File: config.mk
export PLATFORM = sky130hd
export DESIGN_NAME = store_byte_serializer_flat
export DESIGN_NICKNAME = d
export VERILOG_FILES = /design/src/rtl/store_byte_serializer_if.sv /design/src/rtl/store_byte_serializer.sv /design/src/flat_wrapper.sv
export SDC_FILE = /design/constraint.sdc
export NUM_CORES = 1
export LEC_CHECK = 0
export BUFFER_PORTS_ARGS = -buffer_cell sky130_fd_sc_hd__buf_2
export CORE_ASPECT_RATIO = 0.8
export CORE_MARGIN = 2
export CORE_UTILIZATION = 25
export CTS_BUF_LIST = sky130_fd_sc_hd__clkbuf_4 sky130_fd_sc_hd__clkbuf_8
export DETAILED_ROUTE_END_ITERATION = 12
export PLACE_DENSITY_LB_ADDON = 0.2
export REMOVE_ABC_BUFFERS = 1
export SLEW_MARGIN = 20
export SYNTH_ARGS = -nofsm -noshare
export SYNTH_HDL_FRONTEND = slang
export SYNTH_SLANG_ARGS = --single-unit
File: constraint.sdc
create_clock -name clk -period 3 [get_ports clk]
set_clock_uncertainty 0.15 [all_clocks]
set_input_delay 0.15 -clock clk [delete_from_list [all_inputs] [get_ports clk]]
set_output_delay 0.15 -clock clk [all_outputs]
set_load 0.005 [all_outputs]
File: src/rtl/store_byte_serializer_if.sv
`default_nettype none
// ----------------------------------------------------------------------------
// Module : store_byte_serializer_if
// Brief  : Request and byte-wide memory-write bundle for the store byte
//          serializer. The master modport is the core/bench side and the
//          slave modport is the serializer side.
// Rev    : 1.0  initial release
// ----------------------------------------------------------------------------
interface store_byte_serializer_if #(
  parameter int ADDR_WIDTH = 32,
  parameter int DATA_WIDTH = 32
);
  // Store request from the core
  logic                  req_valid;
  logic                  req_ready;
  logic [ADDR_WIDTH-1:0] req_addr;
  logic [DATA_WIDTH-1:0] req_data;
  logic [1:0]            req_size;

  // Byte-wide memory write port
  logic                  mem_valid;
  logic                  mem_ready;
  logic [ADDR_WIDTH-1:0] mem_addr;
  logic [7:0]            mem_wdata;

  // Completion status pulses
  logic                  done;
  logic                  misaligned;

  modport master (
    output req_valid, req_addr, req_data, req_size, mem_ready,
    input  req_ready, mem_valid, mem_addr, mem_wdata, done, misaligned
  );

  modport slave (
    input  req_valid, req_addr, req_data, req_size, mem_ready,
    output req_ready, mem_valid, mem_addr, mem_wdata, done, misaligned
  );
endinterface
`default_nettype wire

File: src/rtl/store_byte_serializer.sv
`default_nettype none
// ----------------------------------------------------------------------------
// Module : store_byte_serializer
// Brief  : Accepts one SB/SH/SW store request and emits it as a
//          little-endian byte stream, one byte per memory handshake.
//          Misaligned or illegal-size requests are rejected with a
//          one-cycle pulse and generate no memory traffic.
// Rev    : 1.0  initial release
// ----------------------------------------------------------------------------
module store_byte_serializer #(
  parameter int ADDR_WIDTH = 32,
  parameter int DATA_WIDTH = 32
) (
  input  wire logic               clk,
  input  wire logic               rst_n,
  store_byte_serializer_if.slave  bus
);

  // Encoded states
  localparam logic [1:0] S_IDLE = 2'd0;
  localparam logic [1:0] S_SEND = 2'd1;
  localparam logic [1:0] S_DONE = 2'd2;
  localparam logic [1:0] S_ERR  = 2'd3;

  // Request size encodings
  localparam logic [1:0] C_SIZE_BYTE = 2'b00;
  localparam logic [1:0] C_SIZE_HALF = 2'b01;
  localparam logic [1:0] C_SIZE_WORD = 2'b10;

  logic [1:0]            state_q,   state_d;
  logic [ADDR_WIDTH-1:0] addr_q,    addr_d;
  logic [DATA_WIDTH-1:0] data_q,    data_d;
  logic [1:0]            last_q,    last_d;
  logic [1:0]            idx_q,     idx_d;

  logic                  w_accept;
  logic                  w_legal;
  logic [1:0]            w_last_idx;
  logic                  w_beat;
  logic [DATA_WIDTH-1:0] w_shifted;

  // A request is only taken in IDLE and never while reset is asserted, so
  // req_ready reads low during the reset cycle itself.
  assign bus.req_ready = rst_n && (state_q == S_IDLE);
  assign w_accept      = bus.req_valid && bus.req_ready;

  // Legality and final byte index of the incoming request
  always_comb begin
    w_legal    = 1'b0;
    w_last_idx = 2'd0;
    case (bus.req_size)
      C_SIZE_BYTE: begin
        w_legal    = 1'b1;
        w_last_idx = 2'd0;
      end
      C_SIZE_HALF: begin
        w_legal    = (bus.req_addr[0] == 1'b0);
        w_last_idx = 2'd1;
      end
      C_SIZE_WORD: begin
        w_legal    = (bus.req_addr[1:0] == 2'b00);
        w_last_idx = 2'd3;
      end
      default: begin
        w_legal    = 1'b0;
        w_last_idx = 2'd0;
      end
    endcase
  end

  // One byte leaves per accepted memory handshake
  assign w_beat = (state_q == S_SEND) && bus.mem_ready;

  // Next-state and datapath capture logic
  always_comb begin
    state_d = state_q;
    addr_d  = addr_q;
    data_d  = data_q;
    last_d  = last_q;
    idx_d   = idx_q;
    case (state_q)
      S_IDLE: begin
        if (w_accept) begin
          addr_d = bus.req_addr;
          data_d = bus.req_data;
          last_d = w_last_idx;
          idx_d  = 2'd0;
          if (w_legal) begin
            state_d = S_SEND;
          end else begin
            state_d = S_ERR;
          end
        end
      end
      S_SEND: begin
        if (w_beat) begin
          if (idx_q == last_q) begin
            state_d = S_DONE;
          end else begin
            idx_d = idx_q + 2'd1;
          end
        end
      end
      S_DONE:  state_d = S_IDLE;
      S_ERR:   state_d = S_IDLE;
      default: state_d = S_IDLE;
    endcase
  end

  // State registers; reset abandons any store in progress
  always_ff @(posedge clk) begin
    if (!rst_n) begin
      state_q <= S_IDLE;
      addr_q  <= '0;
      data_q  <= '0;
      last_q  <= 2'd0;
      idx_q   <= 2'd0;
    end else begin
      state_q <= state_d;
      addr_q  <= addr_d;
      data_q  <= data_d;
      last_q  <= last_d;
      idx_q   <= idx_d;
    end
  end

  // Select the current byte: little-endian, byte idx from the low end
  assign w_shifted = data_q >> {idx_q, 3'b000};

  // Byte port is driven only in SEND and reads as zero otherwise; address
  // wraps modulo 2^ADDR_WIDTH naturally through the adder width.
  always_comb begin
    bus.mem_valid = 1'b0;
    bus.mem_addr  = '0;
    bus.mem_wdata = 8'h00;
    if (state_q == S_SEND) begin
      bus.mem_valid = 1'b1;
      bus.mem_addr  = addr_q + {{(ADDR_WIDTH-2){1'b0}}, idx_q};
      bus.mem_wdata = w_shifted[7:0];
    end
  end

  // Status pulses are one state each, so they can never overlap
  assign bus.done       = (state_q == S_DONE);
  assign bus.misaligned = (state_q == S_ERR);

endmodule
`default_nettype wire
File: src/flat_wrapper.sv
// flat-port wrapper written by rule: the top's interface ports become plain ports
module store_byte_serializer_flat 
#(
  parameter int ADDR_WIDTH = 32,
  parameter int DATA_WIDTH = 32
)
  (clk, rst_n, bus_req_valid, bus_req_addr, bus_req_data, bus_req_size, bus_mem_ready, bus_req_ready, bus_mem_valid, bus_mem_addr, bus_mem_wdata, bus_done, bus_misaligned);
  store_byte_serializer_if #(.ADDR_WIDTH(ADDR_WIDTH), .DATA_WIDTH(DATA_WIDTH)) bus_i ();
  input  wire logic clk;
  input  wire logic rst_n;
  input wire logic [$bits(bus_i.req_valid)-1:0] bus_req_valid;
  input wire logic [$bits(bus_i.req_addr)-1:0] bus_req_addr;
  input wire logic [$bits(bus_i.req_data)-1:0] bus_req_data;
  input wire logic [$bits(bus_i.req_size)-1:0] bus_req_size;
  input wire logic [$bits(bus_i.mem_ready)-1:0] bus_mem_ready;
  output wire logic [$bits(bus_i.req_ready)-1:0] bus_req_ready;
  output wire logic [$bits(bus_i.mem_valid)-1:0] bus_mem_valid;
  output wire logic [$bits(bus_i.mem_addr)-1:0] bus_mem_addr;
  output wire logic [$bits(bus_i.mem_wdata)-1:0] bus_mem_wdata;
  output wire logic [$bits(bus_i.done)-1:0] bus_done;
  output wire logic [$bits(bus_i.misaligned)-1:0] bus_misaligned;
  assign bus_i.req_valid = bus_req_valid;
  assign bus_i.req_addr = bus_req_addr;
  assign bus_i.req_data = bus_req_data;
  assign bus_i.req_size = bus_req_size;
  assign bus_i.mem_ready = bus_mem_ready;
  assign bus_req_ready = bus_i.req_ready;
  assign bus_mem_valid = bus_i.mem_valid;
  assign bus_mem_addr = bus_i.mem_addr;
  assign bus_mem_wdata = bus_i.mem_wdata;
  assign bus_done = bus_i.done;
  assign bus_misaligned = bus_i.misaligned;
  store_byte_serializer #(.ADDR_WIDTH(ADDR_WIDTH), .DATA_WIDTH(DATA_WIDTH)) u_core (.clk(clk), .rst_n(rst_n), .bus(bus_i));
endmodule
==> results.sh, run 1 <==
export IMPL_status="finished clean"
export IMPL_wl_mm=11.07
export IMPL_final_max_slew_viol_count=0
export IMPL_dp_hpwl_mm=7.392
export IMPL_async_flop_share=0
export IMPL_holdWs_ns=0.05111
export IMPL_ys_seq_area_frac=0.3795
export IMPL_drive_above_1_share=0.2364
export IMPL_place_congestion=0.7999
export IMPL_drcViolationCount=0
export IMPL_cts_tree="built"
export IMPL_cts_htree_levels=3
export IMPL_path_clk_slew_ns=0.08
export IMPL_worstSkewPairLatency_ns=0.35
export IMPL_place_area_sq_um=4441
export IMPL_grt_overflow_total=0
export IMPL_rsz0062_at_grt="true"
export IMPL_antenna_found_initial=0
export IMPL_mappedNetlistArea_sq_um=3692
export IMPL_hp_class="in2reg"
export IMPL_grt_pass1_vias=3759
export IMPL_cts_sink_count=70
export IMPL_totalPowerFinal_mw=2.217
export IMPL_synth_most_common_cell="nand2_1"
export IMPL_cts_buffers_inserted=9
export IMPL_finalCriticalPeriod_ns=2.849
export IMPL_path_class="reg2out"
export IMPL_worstPathRequired_ns=2.70
export IMPL_cellPowerDensity_nw_per_um2=415.9
export IMPL_holdCritStartpoint="bus_req_size[1]"
export IMPL_finalCritPeriodShare=0.9496
export IMPL_wl_met3_um=707
export IMPL_worstSetupStartpoint="u_core.addr_q[0]"
export IMPL_wl_per_cell_um=13.12
export IMPL_ys_warnings_count=0
export IMPL_synth_seq_cells=70
export IMPL_start_util=0.2574
export IMPL_diodes=0
export IMPL_dieHeight_um=112.7
export IMPL_synth_commonest_cells="nand2_1, o21ai_0, dfxtp_1"
export IMPL_drt_iter0_drc=118
export IMPL_ir_worst_vdd_v=0.0001929
export IMPL_route_met2_wl_mm=4.868
export IMPL_avgViaCountPerCell=4.682
export IMPL_areaGrowthSynthToFinish_pct=44.36
export IMPL_ys_top_cells_by_area="dfxtp_1, nand2_1, o21ai_0"
export IMPL_synth_cell_type_count=39
export IMPL_setup_violations_final=0
export IMPL_rows=39
export IMPL_arrival_ns=2.55
export IMPL_synth_edff_count=0
export IMPL_grt_pass1_wl_mm=18.11
export IMPL_coreArea_sq_um=14350
export IMPL_end_kind="primary output"
export IMPL_cts_max_path_buffers=2
export IMPL_antenna_left=0
export IMPL_fmax_mhz=351.0
export IMPL_hold_viol_final=0
export IMPL_slew_headroom=0.5069
export IMPL_num_vias=3952
export IMPL_met1_length_mm=5.421
export IMPL_cp_max_fo=6
export IMPL_yosys_area_top_type="dfxtp_1"
export IMPL_ios=114
export IMPL_track_usage=0.1399
export IMPL_die_width_um=139.9
export IMPL_drv_cap=0
export IMPL_worstSetupStartpointType="flop"
export IMPL_dieArea_sq_um=15760
export IMPL_syn_inst=486
export IMPL_portBuffers=113
export IMPL_final_cell_area_sq_um=5330
export IMPL_synth_top_area_frac=0.3795
export IMPL_timing_rr_start="u_core.state_q[1]"
export IMPL_power_leakage_nw=2.098
export IMPL_cts_root_buf="clkbuf_8"
export IMPL_worstMarginPinSlew_ns=0.7397
export IMPL_top_layer_used="met4"
export IMPL_avgSynthCellArea_sq_um=7.597
export IMPL_r2r_slack_ns=1.03
export IMPL_nets=733
export IMPL_synth_ff_type="dfxtp_1"
export IMPL_grt_max_degree=136
export IMPL_drt_pass1_iterations=4
[layout make-up]
type	instances	area, sq um
tap	184	230.2
fill	1527	9016
clock inverter	7	75.07
multi-input combinational	374	2145
inverter	11	41.29
clock buffer	9	123.9
timing repair buffer	189	1314
sequential	70	1401
[layout by cell type, fill, tap and decap left out, types with 4 or more instances in the layout]
master	synthesis	routed
and4_1	6	6
nor4_1	4	4
dlygate4sd3_1	0	66
clkbuf_8	0	9
a21oi_1	21	21
mux4_2	8	8
and2_1	4	4
or3_1	5	4
o21ai_0	73	73
xnor2_1	9	9
nand4_1	8	8
buf_2	1	113
nor2_1	13	13
nand3_1	12	12
dfxtp_1	70	70
ha_1	7	7
nand2_1	144	144
nor2b_1	11	11
inv_1	11	11
o31ai_1	12	12
or4_1	13	13
buf_4	1	9
[critical path: stages (launching register included)]
cell     delay (ns)
dfxtp_1        0.34
ha_1           0.19
fa_2           0.24
nand4_1        0.23
or3_4          0.45
or4_1          0.48
a21oi_1        0.15
buf_2          0.12
[cell families (layout without fill, tap and decap cells)]
| group | count (synthesis) | count (layout) | share of synthesized area |
|---|---|---|---|
| adders and majority gates | 8 | 8 | 0.02914 |
| xor gates and xnor gates | 12 | 12 | 0.02847 |
| muxes | 10 | 10 | 0.05422 |
| DFF | 70 | 70 | 0.3795 |
| and+or+nand+nor | 232 | 232 | 0.2992 |
| buffers and inverters | 42 | 216 | 0.04405 |
| AOI/OAI and AO/OA | 112 | 112 | 0.1654 |
[registers in the layout (all words and copies together) (netlist names)]
| name | cells |
|---|---|
| u_core.addr_q | 32 |
| u_core.idx_q | 2 |
| u_core.data_q | 32 |
| u_core.last_q | 2 |
| u_core.state_q | 2 |
[routing by layer]
metal	vias up	GRT usage
met5	-	0
met2	122	0.2215
met1	1800	0.1907
met4	0	0.03200
li1	2024	-
met3	6	0.03978
[what timing repair did]
action / 4_1_cts / 5_1_grt
pin swaps: 0 / 2
endpoints found under the setup margin: 2 / 8
setup buffers: 0 / 3
hold buffers: 66 / 0
endpoints found under the hold margin: 65 / 0
gates resized for setup: 1 / 1
[stage by stage]
step	setup slack (ns)	setup TNS, ns	std cells	util
3_5_place_dp	0.3848	0	759	0.3095
4_1_cts	0.06243	0	841	0.3698
6_report	0.1511	0	844	0.3715
2_1_floorplan	-1.803	-108.73	455	-
3_3_place_gp	0.4198	0	759	0.3095
5_1_grt	-0.01727	-0.01727	844	0.3715
[power by group]
part / leakage [nW] / internal (mW) / switching (mW)
sequential: 0.576 / 1.01 / 0.0735
clock: 0.0914 / 0.385 / 0.383
combinational: 1.43 / 0.191 / 0.177
[worst paths after layout]
path                                     endpoint  depth (start not counted)
worst max-delay path             bus_mem_addr[26]                          7
worst min-delay path             u_core.last_q[1]                          4
worst max register to register  u_core.state_q[1]                          5
worst min register to register   u_core.data_q[9]                          2
(Power assumes the default switching activity.)
==> inputs of run 2 (changes only) <==
CORE_UTILIZATION = 42   (was 25)
clock period = 2.8 ns   (was 3 ns; I/O delays follow)
==> run 2 against run 1 <==
  * Clock power grew 2%
  * Sequential share of layout area grew 0.39 points
  * Clock-buffer cell count grew 2
  * Critical path depth is the same
  * Largest power group unchanged
  * Highest routed layer unchanged
==> results.sh, run 2 (same netlist as run 1, synthesis figures left out) <==
export IMPL_track_usage=0.2195
export IMPL_ir_worst_vdd_v=0.0002905
export IMPL_cellPowerDensity_nw_per_um2=441.3
export IMPL_arrival_ns=2.41
export IMPL_cp_max_fo=14
export IMPL_rsz0062_at_grt="false"
export IMPL_worstSetupStartpointType="flop"
export IMPL_holdWs_ns=0.02913
export IMPL_setup_violations_final=0
export IMPL_reg_top3="u_core.addr_q (32), u_core.data_q (32)"
export IMPL_rows=30
export IMPL_drt_iter0_drc=159
export IMPL_dieArea_sq_um=9562
export IMPL_worstSkewPairLatency_ns=0.34
export IMPL_dp_hpwl_mm=6.571
export IMPL_ios=114
export IMPL_end_kind="primary output"
export IMPL_final_cell_area_sq_um=5295
export IMPL_num_vias=3919
export IMPL_cts_buffers_inserted=9
export IMPL_internal_power_mw=1.720
export IMPL_worstPathRequired_ns=2.51
export IMPL_nets=738
export IMPL_cts_sink_count=70
export IMPL_antenna_left=0
export IMPL_totalPowerFinal_mw=2.337
export IMPL_path_class="reg2out"
export IMPL_final_cell_mix="nand2_1, buf_2, o21ai_0"
export IMPL_dieHeight_um=87.86
export IMPL_fin_ws_ns=0.1020
export IMPL_diodes=0
export IMPL_start_util=0.4333
export IMPL_fmax_mhz=370.6
export IMPL_switching_share=0.2639
export IMPL_avgViaCountPerCell=5.063
export IMPL_die_width_um=108.8
export IMPL_clkPwrFrac=0.335
export IMPL_cts_tree="built"
export IMPL_grt_max_degree=84
export IMPL_hp_class="in2reg"
export IMPL_final_cells=774
export IMPL_power_leakage_nw=2.129
export IMPL_place_area_sq_um=4370
export IMPL_grt_pass1_vias=3758
export IMPL_portBuffers=113
export IMPL_path_clk_slew_ns=0.07
export IMPL_finalCriticalPeriod_ns=2.698
export IMPL_cts_max_path_buffers=2
export IMPL_antenna_found_initial=0
export IMPL_worstMarginPinSlew_ns=0.7095
export IMPL_drv_cap=0
export IMPL_areaGrowthSynthToFinish_pct=43.41
export IMPL_dp_cells=690
export IMPL_finalCritPeriodShare=0.9636
export IMPL_pwr_share_comb=0.168
export IMPL_wl_per_cell_um=13.00
export IMPL_slew_headroom=0.5270
export IMPL_final_max_slew_viol_count=0
export IMPL_hold_viol_final=0
export IMPL_final_common_cell="nand2_1"
export IMPL_cts_root_buf="clkbuf_8"
export IMPL_status="finished clean"
export IMPL_drcViolationCount=0
export IMPL_coreArea_sq_um=8521
export IMPL_drt_pass1_iterations=7
export IMPL_place_congestion=0.8755
export IMPL_net_switching_power_uw=616.6
export IMPL_drive_above_1_share=0.2628
export IMPL_pre_cts_slack_ns=0.1651
export IMPL_grt_overflow_total=0
export IMPL_grt_pass1_wl_mm=16.55
export IMPL_wl_mm=10.06
export IMPL_seqPwrFrac=0.497
export IMPL_cts_htree_levels=3
run 2: cell count changes in the layout (fill, tap and decap cells not counted), moves of 2 or more:
cell	before	now
a21oi_1	21	18
a21oi_2	0	3
buf_4	9	14
clkinv_4	2	0
clkinvlp_4	3	0
dfxtp_1	70	61
dfxtp_2	0	9
run 2: worst max-delay path: stages, from the launching register on:
cell and delay (ns):
dfxtp_1 0.34, ha_1 0.28, a21oi_1 0.09, or4_4 0.52, buf_4 0.18, nor4_4 0.26
mux2i_1 0.25, buf_2 0.14
run 2: power by group through the flow:
stage | Sequential, mW | Clock [mW] | Combinational, mW
2_1_floorplan | 1.16 | 0 | 0.179
3_3_place_gp | 1.17 | 0 | 0.312
3_5_place_dp | 1.18 | 0 | 0.321
4_1_cts | 1.16 | 0.810 | 0.393
5_1_grt | 1.18 | 0.846 | 0.446
6_report | 1.16 | 0.782 | 0.392
run 2: area by class of cell:
type                       count  area (sq um)
tap                          112         140.1
timing repair buffer         194          1351
sequential                    70          1413
multi-input combinational    374          2170
fill                         746          3226
clock inverter                 2         35.03
inverter                      11         41.29
clock buffer                  11         145.1
run 2: per-layer routing:
metal | vias to the layer above | GRT usage | wire (um)
met5 | - | 0 | 0
met4 | 0 | 0.08625 | 151
met3 | 14 | 0.05134 | 458
met2 | 90 | 0.3585 | 4707
met1 | 1784 | 0.2828 | 4746
li1 | 2031 | - | -
run 2: path summary, 6_finish.rpt:
kind / end / startpoint / slack (ns) / cells past startpoint
max: bus_mem_addr[23] / u_core.addr_q[1] / 0.10 / 7
max reg2reg: u_core.idx_q[1] / u_core.state_q[0] / 0.76 / 4
min reg2reg: u_core.data_q[14] / u_core.data_q[14] / 0.31 / 2
min: u_core.last_q[1] / bus_req_size[1] / 0.03 / 4
run 2: metrics by stage:
step                TNS (ns)    util
detailed placement         0  0.5129
CTS                        0  0.6154
global route               0  0.6214
global placement           0  0.5129
finish                     0  0.6214
floorplan            -122.53       -
run 2: timing repair:
item	4_1_cts	5_1_grt
resized for setup	3	16
endpoints found under the hold margin	65	0
setup endpoints to repair	8	9
pin swaps	3	3
setup buffers	3	2
hold buffers	66	0
==> inputs of run 3 (changes only) <==
ABC_AREA = 1   (was unset)
ABC_CLOCK_PERIOD_IN_PS = 2800   (was unset)
CORE_ASPECT_RATIO = 0.7   (was 0.8)
==> run 3 against run 2 <==
  * Global-route usage is 3.0 points higher
  * Clock-buffer cell count is 1 higher
  * Via count is 17% higher
  * Critical path type unchanged
  * Largest power group unchanged
==> results.sh, run 3 <==
export IMPL_fmax_mhz=397.1
export IMPL_finalCritPeriodShare=0.8994
export IMPL_internal_power_mw=1.804
export IMPL_switching_share=0.3487
export IMPL_ys_top_cells_by_area="dfxtp_1, nand2_1, o31ai_1"
export IMPL_path_clk_slew_ns=0.07
export IMPL_grt_overflow_total=0
export IMPL_slew_headroom=0.5961
export IMPL_worstSetupStartpointType="flop"
export IMPL_avgSynthCellArea_sq_um=6.326
export IMPL_worst_r2r_path_depth=9
export IMPL_pwr_share_comb=0.285
export IMPL_grt_pass1_wl_mm=20.42
export IMPL_async_flop_share=0
export IMPL_drt_pass1_iterations=5
export IMPL_rsz0062_at_grt="false"
export IMPL_final_cell_area_sq_um=5420
export IMPL_cts_buffers_inserted=9
export IMPL_synth_edff_count=0
export IMPL_drt_iter0_drc=334
export IMPL_seq_area_sq_um=1401
export IMPL_worstSkewPairLatency_ns=0.36
export IMPL_synth_cell_type_count=23
export IMPL_wl_mm=12.49
export IMPL_end_kind="primary output"
export IMPL_totalPowerFinal_mw=2.770
export IMPL_die_width_um=120.2
export IMPL_fillers=944
export IMPL_dp_hpwl_mm=8.661
export IMPL_final_cells=923
export IMPL_path_class="reg2out"
export IMPL_cts_htree_levels=3
export IMPL_clkPwrFrac=0.274
export IMPL_coreArea_sq_um=9144
export IMPL_place_area_sq_um=4604
export IMPL_finalSetupTns_ns=0
export IMPL_arrival_ns=2.23
export IMPL_nets=872
export IMPL_hp_class="in2reg"
export IMPL_reg2reg_to="u_core.idx_q[0]"
export IMPL_track_usage=0.2494
export IMPL_rows=29
export IMPL_worstPathRequired_ns=2.51
export IMPL_cts_max_path_buffers=2
export IMPL_drcViolationCount=0
export IMPL_synth_most_common_cell="nand2_1"
export IMPL_antenna_found_initial=0
export IMPL_portBuffers=113
export IMPL_holdCritStartpoint="bus_req_size[1]"
export IMPL_power_leakage_nw=2.317
export IMPL_final_common_cell="nand2_1"
export IMPL_multiInputGateArea_sq_um=2155
export IMPL_areaGrowthSynthToFinish_pct=36.44
export IMPL_net_switching_power_uw=965.7
export IMPL_final_cell_mix="nand2_1, buf_2, nor2_1"
export IMPL_grt_busiest_layer="met2"
export IMPL_use_met3=0.05914
export IMPL_hold_depth=4
export IMPL_dieArea_sq_um=10260
export IMPL_ios=114
export IMPL_antenna_left=0
export IMPL_ys_seq_area_frac=0.3528
export IMPL_syn_inst=628
export IMPL_grt_use_met1=0.3530
export IMPL_final_max_slew_viol_count=0
export IMPL_diodes=0
export IMPL_wl_per_cell_um=13.53
export IMPL_num_vias=4585
export IMPL_ir_worst_vdd_v=0.0002361
export IMPL_mappedNetlistArea_sq_um=3973
export IMPL_cellPowerDensity_nw_per_um2=511.0
export IMPL_worstMarginPinSlew_ns=0.6052
export IMPL_setup_violations_final=0
export IMPL_drive_above_1_share=0.1802
export IMPL_grt_pass1_vias=4386
export IMPL_grt_max_degree=92
export IMPL_cts_sink_count=70
export IMPL_cts_root_buf="clkbuf_8"
export IMPL_drv_cap=0
export IMPL_synth_seq_cells=70
export IMPL_dieHeight_um=85.37
export IMPL_timing_rr_start="u_core.idx_q[1]"
export IMPL_synth_top_area_frac=0.3528
export IMPL_cp_max_fo=5
export IMPL_hold_viol_final=0
export IMPL_avgViaCountPerCell=4.967
export IMPL_holdPathEnd="u_core.last_q[1]"
export IMPL_cts_tree="built"
export IMPL_start_util=0.4345
export IMPL_yosys_area_top_type="dfxtp_1"
export IMPL_r2r_slack_ns=0.92
export IMPL_globalRouteMet2Util=0.3791
export IMPL_finalCriticalPeriod_ns=2.518
export IMPL_synth_commonest_cells="nand2_1, nor2_1, dfxtp_1"
export IMPL_reg_top3="u_core.addr_q (32), u_core.data_q (32)"
export IMPL_ys_warnings_count=0
export IMPL_status="finished clean"
export IMPL_dp_cells=843
export IMPL_synth_ff_type="dfxtp_1"
export IMPL_seqPwrFrac=0.441
export IMPL_place_congestion=0.9196
## run 3: worst max path at each step
stage	start	to	cells past startpoint
5_1_grt	u_core.idx_q[0]	bus_mem_addr[28]	11
4_1_cts	u_core.idx_q[0]	bus_mem_addr[20]	11
6_report	u_core.idx_q[0]	bus_mem_addr[20]	11
3_5_place_dp	u_core.idx_q[0]	bus_mem_addr[20]	11
2_1_floorplan	u_core.state_q[1]	u_core.addr_q[12]	4
3_3_place_gp	u_core.idx_q[0]	bus_mem_addr[24]	10
## run 3: cell type report
| type | instances | share of cell area |
|---|---|---|
| multi-input cells | 460 | 0.3975 |
| flip-flops and latches | 70 | 0.2585 |
| repair buffers | 185 | 0.2359 |
| inverters | 68 | 0.04709 |
| well taps | 124 | 0.02862 |
| clock buffers | 12 | 0.02816 |
| clock inverters | 4 | 0.004155 |
## run 3: power by group through the flow
stage / Clock [mW] / Combinational [mW] / Sequential, mW
finish: 0.759 / 0.790 / 1.22
global route: 0.807 / 0.900 / 1.24
floorplan: 0 / 0.435 / 1.23
CTS: 0.770 / 0.787 / 1.22
global placement: 0 / 0.702 / 1.24
detailed placement: 0 / 0.717 / 1.24
## run 3: routing by layer
metal	up-vias	wire (um)
li1	2343	-
met3	15	977
met4	0	156
met2	154	5220
met5	-	0
met1	2073	6136
## run 3: cell families after synthesis
kind of cell	after synthesis	synth area share
compound gates	135	0.1959
xor+xnor	4	0.008818
fa+ha+maj	8	0.02709
buf+inv	98	0.1049
flops	70	0.3528
simple gates	313	0.3106
## run 3: through the flow
step	utilization	hold WS (ns)	setup WS (ns)
4_1_cts	0.5928	0.01866	0.2921
3_5_place_dp	0.5036	0.1932	0.6955
2_1_floorplan	-	0.1027	-0.4758
3_3_place_gp	0.5036	0.1867	0.7451
5_1_grt	0.5928	0.05021	0.1018
6_report	0.5928	0.02715	0.2817
## run 3: critical path, cell delays in order (launching register included)
cell and delay [ns]:
dfxtp_1 0.34, ha_1 0.22, fa_1 0.24, nand2_1 0.10, nor2_1 0.14, nand2_1 0.14
nor2_1 0.14, nand3_1 0.15, nand2_1 0.09, nand2_1 0.05, nor2_1 0.13, buf_2 0.14
## run 3: repair_timing
action                     CTS  global route
setup endpoints to repair    0             0
buffers inserted             0             0
hold buffers                64             0
resized for setup            0             0
hold endpoints to repair    64             0
